File: src/rtl/bus_arbiter.sv
// Registered fixed-priority shared-bus arbiter with bus locking and conflict counting.
// Optional macro BUS_KEEPER_EN: hold the last bus value when nothing drives instead of 0.
module bus_arbiter #(
  parameter int WIDTH = 8,
  parameter int N_SRC = 5,
  parameter int CNT_W = 8
) (
  input  logic                   clk,
  input  logic                   rst,
  input  logic [N_SRC-1:0]       src_en,
  input  logic [N_SRC-1:0]       src_lock,
  input  logic [N_SRC*WIDTH-1:0] src_data,
  input  logic                   err_clr,
  output logic [WIDTH-1:0]       bus,
  output logic [N_SRC-1:0]       grant,
  output logic                   bus_valid,
  output logic                   conflict,
  output logic [CNT_W-1:0]       conflict_cnt,
  output logic                   err_sticky
);

  localparam int OWN_W = (N_SRC > 1) ? $clog2(N_SRC) : 1;

  typedef enum logic {IDLE, OWNED} state_t;

  state_t           state;
  logic [OWN_W-1:0] owner;

  logic             owner_hold;
  logic             have_win;
  logic             win_lock;
  logic             conflict_now;
  logic [OWN_W-1:0] win_idx;
  logic [WIDTH-1:0] win_data;
  logic [N_SRC-1:0] win_onehot;

  always_comb begin
    owner_hold = 1'b0;
    for (int i = 0; i < N_SRC; i++) begin
      if (state == OWNED && owner == OWN_W'(i) && src_en[i] && src_lock[i])
        owner_hold = 1'b1;
    end

    have_win = 1'b0;
    win_idx  = '0;
    if (owner_hold) begin
      have_win = 1'b1;
      win_idx  = owner;
    end else begin
      // Descending scan so the lowest requesting index is the last to assign.
      for (int i = N_SRC - 1; i >= 0; i--) begin
        if (src_en[i]) begin
          have_win = 1'b1;
          win_idx  = OWN_W'(i);
        end
      end
    end

    win_lock   = 1'b0;
    win_data   = '0;
    win_onehot = '0;
    for (int i = 0; i < N_SRC; i++) begin
      if (have_win && win_idx == OWN_W'(i)) begin
        win_lock      = src_lock[i];
        win_data      = src_data[i*WIDTH +: WIDTH];
        win_onehot[i] = 1'b1;
      end
    end

    // Two or more bits set iff clearing the lowest set bit leaves something.
    conflict_now = |(src_en & (src_en - N_SRC'(1)));
  end

  always_ff @(posedge clk) begin
    if (rst) begin
      state        <= IDLE;
      owner        <= '0;
      bus          <= '0;
      grant        <= '0;
      bus_valid    <= 1'b0;
      conflict     <= 1'b0;
      conflict_cnt <= '0;
      err_sticky   <= 1'b0;
    end else begin
      conflict <= conflict_now;
      if (err_clr) begin
        conflict_cnt <= '0;
        err_sticky   <= 1'b0;
      end else if (conflict_now) begin
        err_sticky <= 1'b1;
        if (conflict_cnt != '1)
          conflict_cnt <= conflict_cnt + CNT_W'(1);
      end

      if (have_win) begin
        bus       <= win_data;
        grant     <= win_onehot;
        bus_valid <= 1'b1;
        if (win_lock) begin
          state <= OWNED;
          owner <= win_idx;
        end else begin
          state <= IDLE;
        end
      end else begin
        grant     <= '0;
        bus_valid <= 1'b0;
        state     <= IDLE;
`ifdef BUS_KEEPER_EN
        bus <= bus;
`else
        bus <= '0;
`endif
      end
    end
  end

endmodule

File: config.mk
export PLATFORM = sky130hd
export DESIGN_NAME = bus_arbiter
export DESIGN_NICKNAME = d
export VERILOG_FILES = /design/src/rtl/bus_arbiter.sv
export SDC_FILE = /design/constraint.sdc
export NUM_CORES = 1
export LEC_CHECK = 0
export CAP_MARGIN = 20
export CELL_PAD_IN_SITES_DETAIL_PLACEMENT = 0
export CELL_PAD_IN_SITES_GLOBAL_PLACEMENT = 1
export CORE_ASPECT_RATIO = 0.8
export CORE_MARGIN = 4
export CORE_UTILIZATION = 29
export DETAILED_ROUTE_END_ITERATION = 8
export GPL_TIMING_DRIVEN = 0
export PLACE_DENSITY_LB_ADDON = 0.25
export SYNTH_ARGS = -nofsm -noshare
export SYNTH_HDL_FRONTEND = slang
export SYNTH_SLANG_ARGS = --single-unit
export TNS_END_PERCENT = 5
File: constraint.sdc
create_clock -name clk -period 2.95 [get_ports clk]
set_input_delay 0.59 -clock clk [delete_from_list [all_inputs] [get_ports clk]]
set_output_delay 0.59 -clock clk [all_outputs]
set_load 0.01 [all_outputs]
==> key figures, run 1 <==
CTS
  • Clock root cell: clkbuf_8
  • Worst-Skew Late Latency: 0.27 ns
  • CTS Buffer Depth: 2
  • CTS tree: done
  • Cts bufs inserted: 3
  • Clk sinks: 28
  • Clock slew at reported path FFs: 0.09 ns
  • Post-CTS Setup Bufs: 0
  • Depth of the CTS H-tree: 1

Critical path
  • CP cell instances: clkdlybuf4s50_1 -> a211oi_4 -> nor3_2 -> o21ai_4 -> mux2_2 -> buf_2 -> a222oi_1 -> a21oi_1
  • CP Capture Type: flip-flop
  • R2r endpoint: bus[4]
  • R2r setup slk: just under 0.7 ns
  • CP Max Fanout: 10
  • CP startpoint kind: primary input
  • CP max stage delay: ~0.55 ns
  • Worst Path Required: between 3 and 4 ns
  • Critical Path AT: around 2.9 ns
  • Worst R2R Start: owner[1]
  • Worst Setup Path Type: primary input to flip-flop
  • Reg2Reg Depth: 8
  • Slowest-stage cell, CP: clkdlybuf4s50_1

STA
  • # setup viols final: 0
  • Pins Over Slew Limit: 0
  • Sum Neg Setup Slack: 0 ns
  • Slew HR: 0.414
  • Worst Slack Setup Final: ~0.19 ns
  • Achievable frequency: roughly 360 MHz
  • Period utilization: 0.937
  • Skew final: about 0.0051 ns
  • Worst Tran Pin Value: 0.872 ns
  • Final period demand of the worst path: ~2.8 ns
  • Unrepaired setup endpoints after global routing: no
  • Final hold violations: 0

Global route
  • Total global-route track usage: 0.137
  • Vias in the first global route: between 1,500 and 2,000
  • GRT overflow: 0
  • Largest net degree at the start of global routing: 16
  • First-pass GRT wire length: 7.35 mm
  • Initial antenna violation count: 0

Placement
  • DP Worst Slack: -0.203 ns
  • Number of port buffers: 75
  • GP Congestion: approximately 0.78
  • Post-DP HPWL: approximately 3.7 mm

Route
  • DRC: 0
  • Final wirelength: 4.54 mm
  • Initial DRC Count: roughly 130
  • Vias per Instance: between 5 and 6
  • First-pass DRT Iterations: 4
  • Number of routed nets with antenna violations: 0
  • Vias: approximately 1,600
  • Routed len/inst: 14.6 um

Floorplanning
  • Core ar.: between 5000 and 6000 um2
  • Die width: approximately 91 um
  • Row count: 23
  • Starting Density: 0.308
  • Die area: between 6000 and 7000 um2
  • Chip Height: 74.1 um
  • Ports: 77

Worst hold path
  • Hold crit path type: flip-flop to flip-flop
  • Worst hold path depth: 2
  • Hold Startpoint: err_sticky
  • Worst Hold Path EP: err_sticky

Logic synthesis
  • Yosys top cell area share: 0.354
  • Number of flops mapped to enable cells by yosys: 0
  • Syn Nets: 224
  • Post-synth ARST share: 0
  • Synth Flop Type: dfxtp_1
  • Largest cells by area after synthesis: dfxtp_1 35%, nand2_1 5.0%, a21oi_1 4.4%
  • Synth cell types: between 50 and 60
  • Synth Area in Adders: 0.0142
  • Mux contribution to synthesized area: 0.0868
  • Synthesis warning total: 0
  • Mean Syn Cell Area: slightly above 9 um2
  • Synthesized flop and latch total: 28
  • Syn Inst Count: 170
  • Largest family of logic cells by synthesized area: compound AO/OA/AOI/OAI gates
  • Synth area leader: dfxtp_1
  • Mapped cell area: 1590 um2
  • Xor-xnor portion of the synthesized cell area: 0.0276
  • Compound-cell area share of the yosys netlist: 0.275
  • Post-synthesis simple-gate area fraction: 0.200
  • Register area share after synthesis: 0.354

Final layout
  • Antenna cells: 0
  • Layout cell share with drive strength beyond 1: 0.104
  • Nets: ~300
  • Area Overhead vs Synth: 56.3%

Pwr
  • VDD IR max: between 150 and 200 uV
  • Leakage: around 0.9 nW
  • Overall power: 0.913 mW
  • Pwr dens: approximately 370 nW/um2

Run status
  • Status: completed

Job
  • Max capacitance violation total: 0
## stage by stage
stage               hold WS [ns]  utilization  std cells  instance area (um2)
global route               0.499        0.481        311                 2480
CTS                        0.463        0.479        311                 2470
floorplan                  0.470            -        170                 1590
finish                     0.458        0.481        311                 2480
global placement           0.442        0.469        307                 2410
detailed placement         0.448        0.469        307                 2410
## worst max path at each step
stage	from	endpoint	slack, ns
after floorplan	src_en[0]	bus[3]	0.69
after global placement	src_en[0]	bus[0]	-0.19
after detailed placement	src_en[0]	bus[0]	-0.20
after CTS	src_en[0]	bus[0]	0.1
after global routing	src_en[0]	bus[4]	0.05
final	src_en[0]	bus[4]	0.19
## worst max-delay path, delay by kind of cell
| kind | cells | cell delay (ns) |
|---|---|---|
| multiplexers | 1 | 0.40 |
| AND/OR/NAND/NOR | 1 | 0.10 |
| buffers and inverters | 2 | 0.74 |
| AO/OA/AOI/OAI | 4 | 1.07 |
## kinds of logic (layout without fill, tap and decap cells)
logic type | after synthesis | in the layout
flip-flops | 28 | 28
multiplexers | 12 | 12
XOR/XNOR | 5 | 5
AND/OR/NAND/NOR | 60 | 60
buffers and inverters | 13 | 92
adder cells (fa/ha/maj) | 2 | 2
AO/OA/AOI/OAI | 50 | 50
## flip-flops by register name, summed over array words and instances, names as in the netlist
name	flops
bus	8
bus_valid	1
conflict	1
conflict_cnt	8
err_sticky	1
grant	5
owner	3
state	1
## Yosys cell counts, types with 4 or more instances
cell type	instances
nand2_1	21
inv_1	6
nor2_1	13
xor2_1	4
a222oi_1	6
nor3_1	4
o21ai_1	4
dfxtp_1	28
mux2_1	6
a21oi_1	14
## power breakdown
group	switching [mW]	internal (mW)
combinational	0.114	0.152
clock	0.117	0.119
sequential	0.0105	0.400
total	0.241	0.672
## repair_timing
action,in CTS,in global routing
hold buffers,0,0
setup endpoints to repair,0,3
gates resized for setup,0,1
## cell usage in the layout, fill, tap and decap left out, drive strengths merged, types with 2 or more instances in the layout
cell type,Yosys,final
a222oi,6,6
and2,2,2
o211a,2,2
o211ai,2,2
or3,2,2
clkdlybuf4s50,0,75
nand4b,2,2
a21o,3,3
a211oi,3,3
xor2,4,4
mux2,8,8
a2111oi,2,2
buf,6,6
nand2,21,21
a221oi,2,2
inv,7,7
a21oi,15,15
o21ai,9,9
nand2b,2,2
dfxtp,28,28
mux2i,4,4
clkbuf,0,4
nand4,3,3
nor2,15,15
and3,3,3
nor3,5,5
## routing by layer
layer	routed length [um]	part of all wire	GRT usage
met5	0	0	0
met4	24	0.0053	0.0204
met3	458	0.10	0.0526
met2	2050	0.45	0.228
met1	2000	0.44	0.173
## final cells by class
| cell class | instances | area [um2] |
|---|---|---|
| fill | 499 | 2670 |
| multi-input combinational | 129 | 966 |
| timing repair buffer | 75 | 751 |
| sequential | 28 | 561 |
| tap | 62 | 77.6 |
| clock buffer | 4 | 55.1 |
| buffer | 6 | 41.3 |
| inverter | 7 | 26.3 |
Power figures use the tool's default switching activity.
==> run 2: changes to the inputs <==
--- a/config.mk
+++ b/config.mk
@@ -9,11 +9,11 @@
 export CELL_PAD_IN_SITES_DETAIL_PLACEMENT = 0
 export CELL_PAD_IN_SITES_GLOBAL_PLACEMENT = 1
 export CORE_ASPECT_RATIO = 0.8
-export CORE_MARGIN = 4
+export CORE_MARGIN = 2
 export CORE_UTILIZATION = 29
 export DETAILED_ROUTE_END_ITERATION = 8
 export GPL_TIMING_DRIVEN = 0
-export PLACE_DENSITY_LB_ADDON = 0.25
+export PLACE_DENSITY = 0.91
 export SYNTH_ARGS = -nofsm -noshare
 export SYNTH_HDL_FRONTEND = slang
 export SYNTH_SLANG_ARGS = --single-unit
==> key figures, run 2 (synthesis results as in run 1) <==
STA
  • # setup viols final: 0 (unchanged)
  • Period utilization: 0.944 (+0.00719)
  • Unrepaired setup endpoints after global routing: no
  • Pins Over Slew Limit: 0 (unchanged)
  • Worst Tran Pin Value: 0.909 ns (+0.0364 ns)
  • Sum Neg Setup Slack: 0 ns (unchanged)
  • Achievable frequency: 359 MHz (-0.76%)
  • Worst Slack Setup Final: 0.165 ns (-0.0212 ns)
  • Final period demand of the worst path: 2.78 ns (+0.0212 ns)
  • Final hold violations: 0 (unchanged)
  • Slew HR: 0.390 (-0.0244)
  • Skew final: 0.00302 ns (-0.00209 ns)

Final layout
  • Layout cell share with drive strength beyond 1: 0.104 (unchanged)
  • Antenna cells: 0 (unchanged)
  • Area of the multi-input gates: 966 um2 (unchanged)
  • Post-route design area: 2500 um2 (+0.81%)
  • Area Overhead vs Synth: 57.5%
  • Register Area: 561 um2 (unchanged)
  • Commonest non-fill, non-tap cell in the layout: clkdlybuf4s50_1
  • Most frequent cells in the layout: 75 x clkdlybuf4s50_1, 28 x dfxtp_1, 21 x nand2_1, 14 x a21oi_1, 13 x nor2_1
  • FILL cells: 504 (+1.0%)
  • Largest registers: bus: 8 flops, conflict_cnt: 8 flops, grant: 5 flops
  • Nets: 304 (unchanged)

Run status
  • Status: completed

CTS
  • CTS tree: done
  • Clock root cell: clkbuf_8
  • Depth of the CTS H-tree: 1 (unchanged)
  • Clock slew at reported path FFs: 0.10 ns (about the same)
  • Worst-Skew Late Latency: 0.28 ns (about the same)
  • Cts bufs inserted: 3 (unchanged)
  • Post-CTS Setup Bufs: 0 (unchanged)
  • CTS Buffer Depth: 2 (unchanged)
  • Clk sinks: 28 (unchanged)

Route
  • Top layer in use: met4
  • Initial DRC Count: 64 (-50%)
  • First-pass DRT Iterations: 5 (+1)
  • Met3 WL: 325 um (-29%)
  • M1 WL: 2.09 mm (+4.2%)
  • Metal2 WL: 2.18 mm (+6.5%)
  • Vias: 1,584 (+0.25%)
  • DRC: 0 (unchanged)
  • Routed len/inst: 14.8 um (+1.2%)
  • Final wirelength: 4.63 mm (+2.1%)
  • Number of routed nets with antenna violations: 0 (unchanged)
  • Vias per Instance: 5.04 (-0.70%)

Pwr
  • Pwr dens: 395 nW/um2 (+7.2%)
  • Leakage: 0.927 nW (+0.75%)
  • VDD IR max: 219 uV (+27%)

Placement
  • Post-DP HPWL: 3.66 mm (-2.1%)
  • DP Worst Slack: -0.200 ns (+0.00378 ns)
  • Placed instance area: 2420 um2 (+0.16%)
  • Number of port buffers: 75 (unchanged)
  • GP Congestion: 0.780 (about the same)

Critical path
  • Worst Path Buf+Inv: 2 (unchanged)
  • Critical Path AT: 2.91 ns (+0.02 ns)
  • Worst Path Required: 3.08 ns (about the same)
  • Top delay family on crit path: compound AO/OA/AOI/OAI gates
  • Worst Setup Path Type: primary input to flip-flop
  • CP Max Fanout: 10 (unchanged)
  • CP max stage delay: 0.55 ns (about the same)
  • CP cell instances: clkdlybuf4s50_1 -> a211oi_4 -> nor3_2 -> o21ai_4 -> mux2_2 -> buf_2 -> a222oi_1 -> a21oi_1
  • R2r setup slk: 0.62 ns (-0.06 ns)
  • CP Capture Type: flip-flop
  • Slowest-stage cell, CP: clkdlybuf4s50_1
  • CP startpoint kind: primary input

Global route
  • Total global-route track usage: 0.159 (+0.0220)
  • Vias in the first global route: 1,632 (+5.7%)
  • Initial antenna violation count: 0 (unchanged)
  • Largest net degree at the start of global routing: 17 (+1)
  • GRT overflow: 0 (unchanged)
  • First-pass GRT wire length: 7.73 mm (+5.2%)

Job
  • Max capacitance violation total: 0 (unchanged)

Floorplanning
  • Row count: 24 (+4.3%)
  • Ports: 77 (unchanged)
  • Core ar.: 5380 um2 (+4.3%)
  • Die width: 86.7 um (-4.4%)
  • Chip Height: 70.1 um (-5.4%)
  • Starting Density: 0.295 (-0.0128)
  • Die area: 6080 um2 (-9.6%)

Worst hold path
  • Hold crit path type: flip-flop to flip-flop
-- run 2: changes by cell type in the layout (fill, tap and decap cells not counted), sizes merged --
| cell | before | now |
|---|---|---|
| bufinv | 0 | 1 |
| clkbuf | 4 | 3 |
-- run 2: power by group --
| group | internal (mW) | switching [mW] |
|---|---|---|
| Combinational | 0.152 | 0.116 |
| Clock | 0.182 | 0.125 |
| Sequential | 0.400 | 0.0106 |
-- run 2: tightest hold or removal path, cell delays in order, from the launching register on --
cell and delay (ns):
dfxtp_1 0.33, inv_1 0.05, a21oi_1 0.05
-- run 2: metal layers --
metal,vias to the layer above,global-route usage
met2,55,0.262
li1,784,-
met1,741,0.206
met4,0,0.0347
met5,-,0
met3,4,0.0437
-- run 2: layout make-up --
type,count,share of cell area
Buffer,6,0.0165
Clock buffer,3,0.0165
Clock inverter,1,0.0120
Inverter,7,0.0105
Multi-Input combinational cell,129,0.387
Sequential cell,28,0.224
Tap cell,65,0.0326
Timing Repair Buffer,75,0.301
-- run 2: path summary, 6_finish.rpt --
check | from | to | depth (start not counted)
hold reg to reg | err_sticky | err_sticky | 2
hold / removal | err_sticky | err_sticky | 2
setup / recovery | src_en[0] | bus[4] | 8
setup reg to reg | owner[1] | bus[4] | 8
-- run 2: what timing repair did --
action | 4_1_cts | 5_1_grt
hold buffers | 0 | 0
gates resized for setup | 0 | 1
endpoints found under the setup margin | 0 | 4
-- run 2: metrics by stage --
stage,total power [mW],std cells,hold slack (ns),utilization
6_report,0.986,314,0.465,0.465
5_1_grt,1.03,314,0.497,0.465
4_1_cts,0.996,314,0.471,0.463
3_5_place_dp,0.687,310,0.455,0.450
3_3_place_gp,0.682,310,0.453,0.450
2_1_floorplan,0.546,170,0.470,-
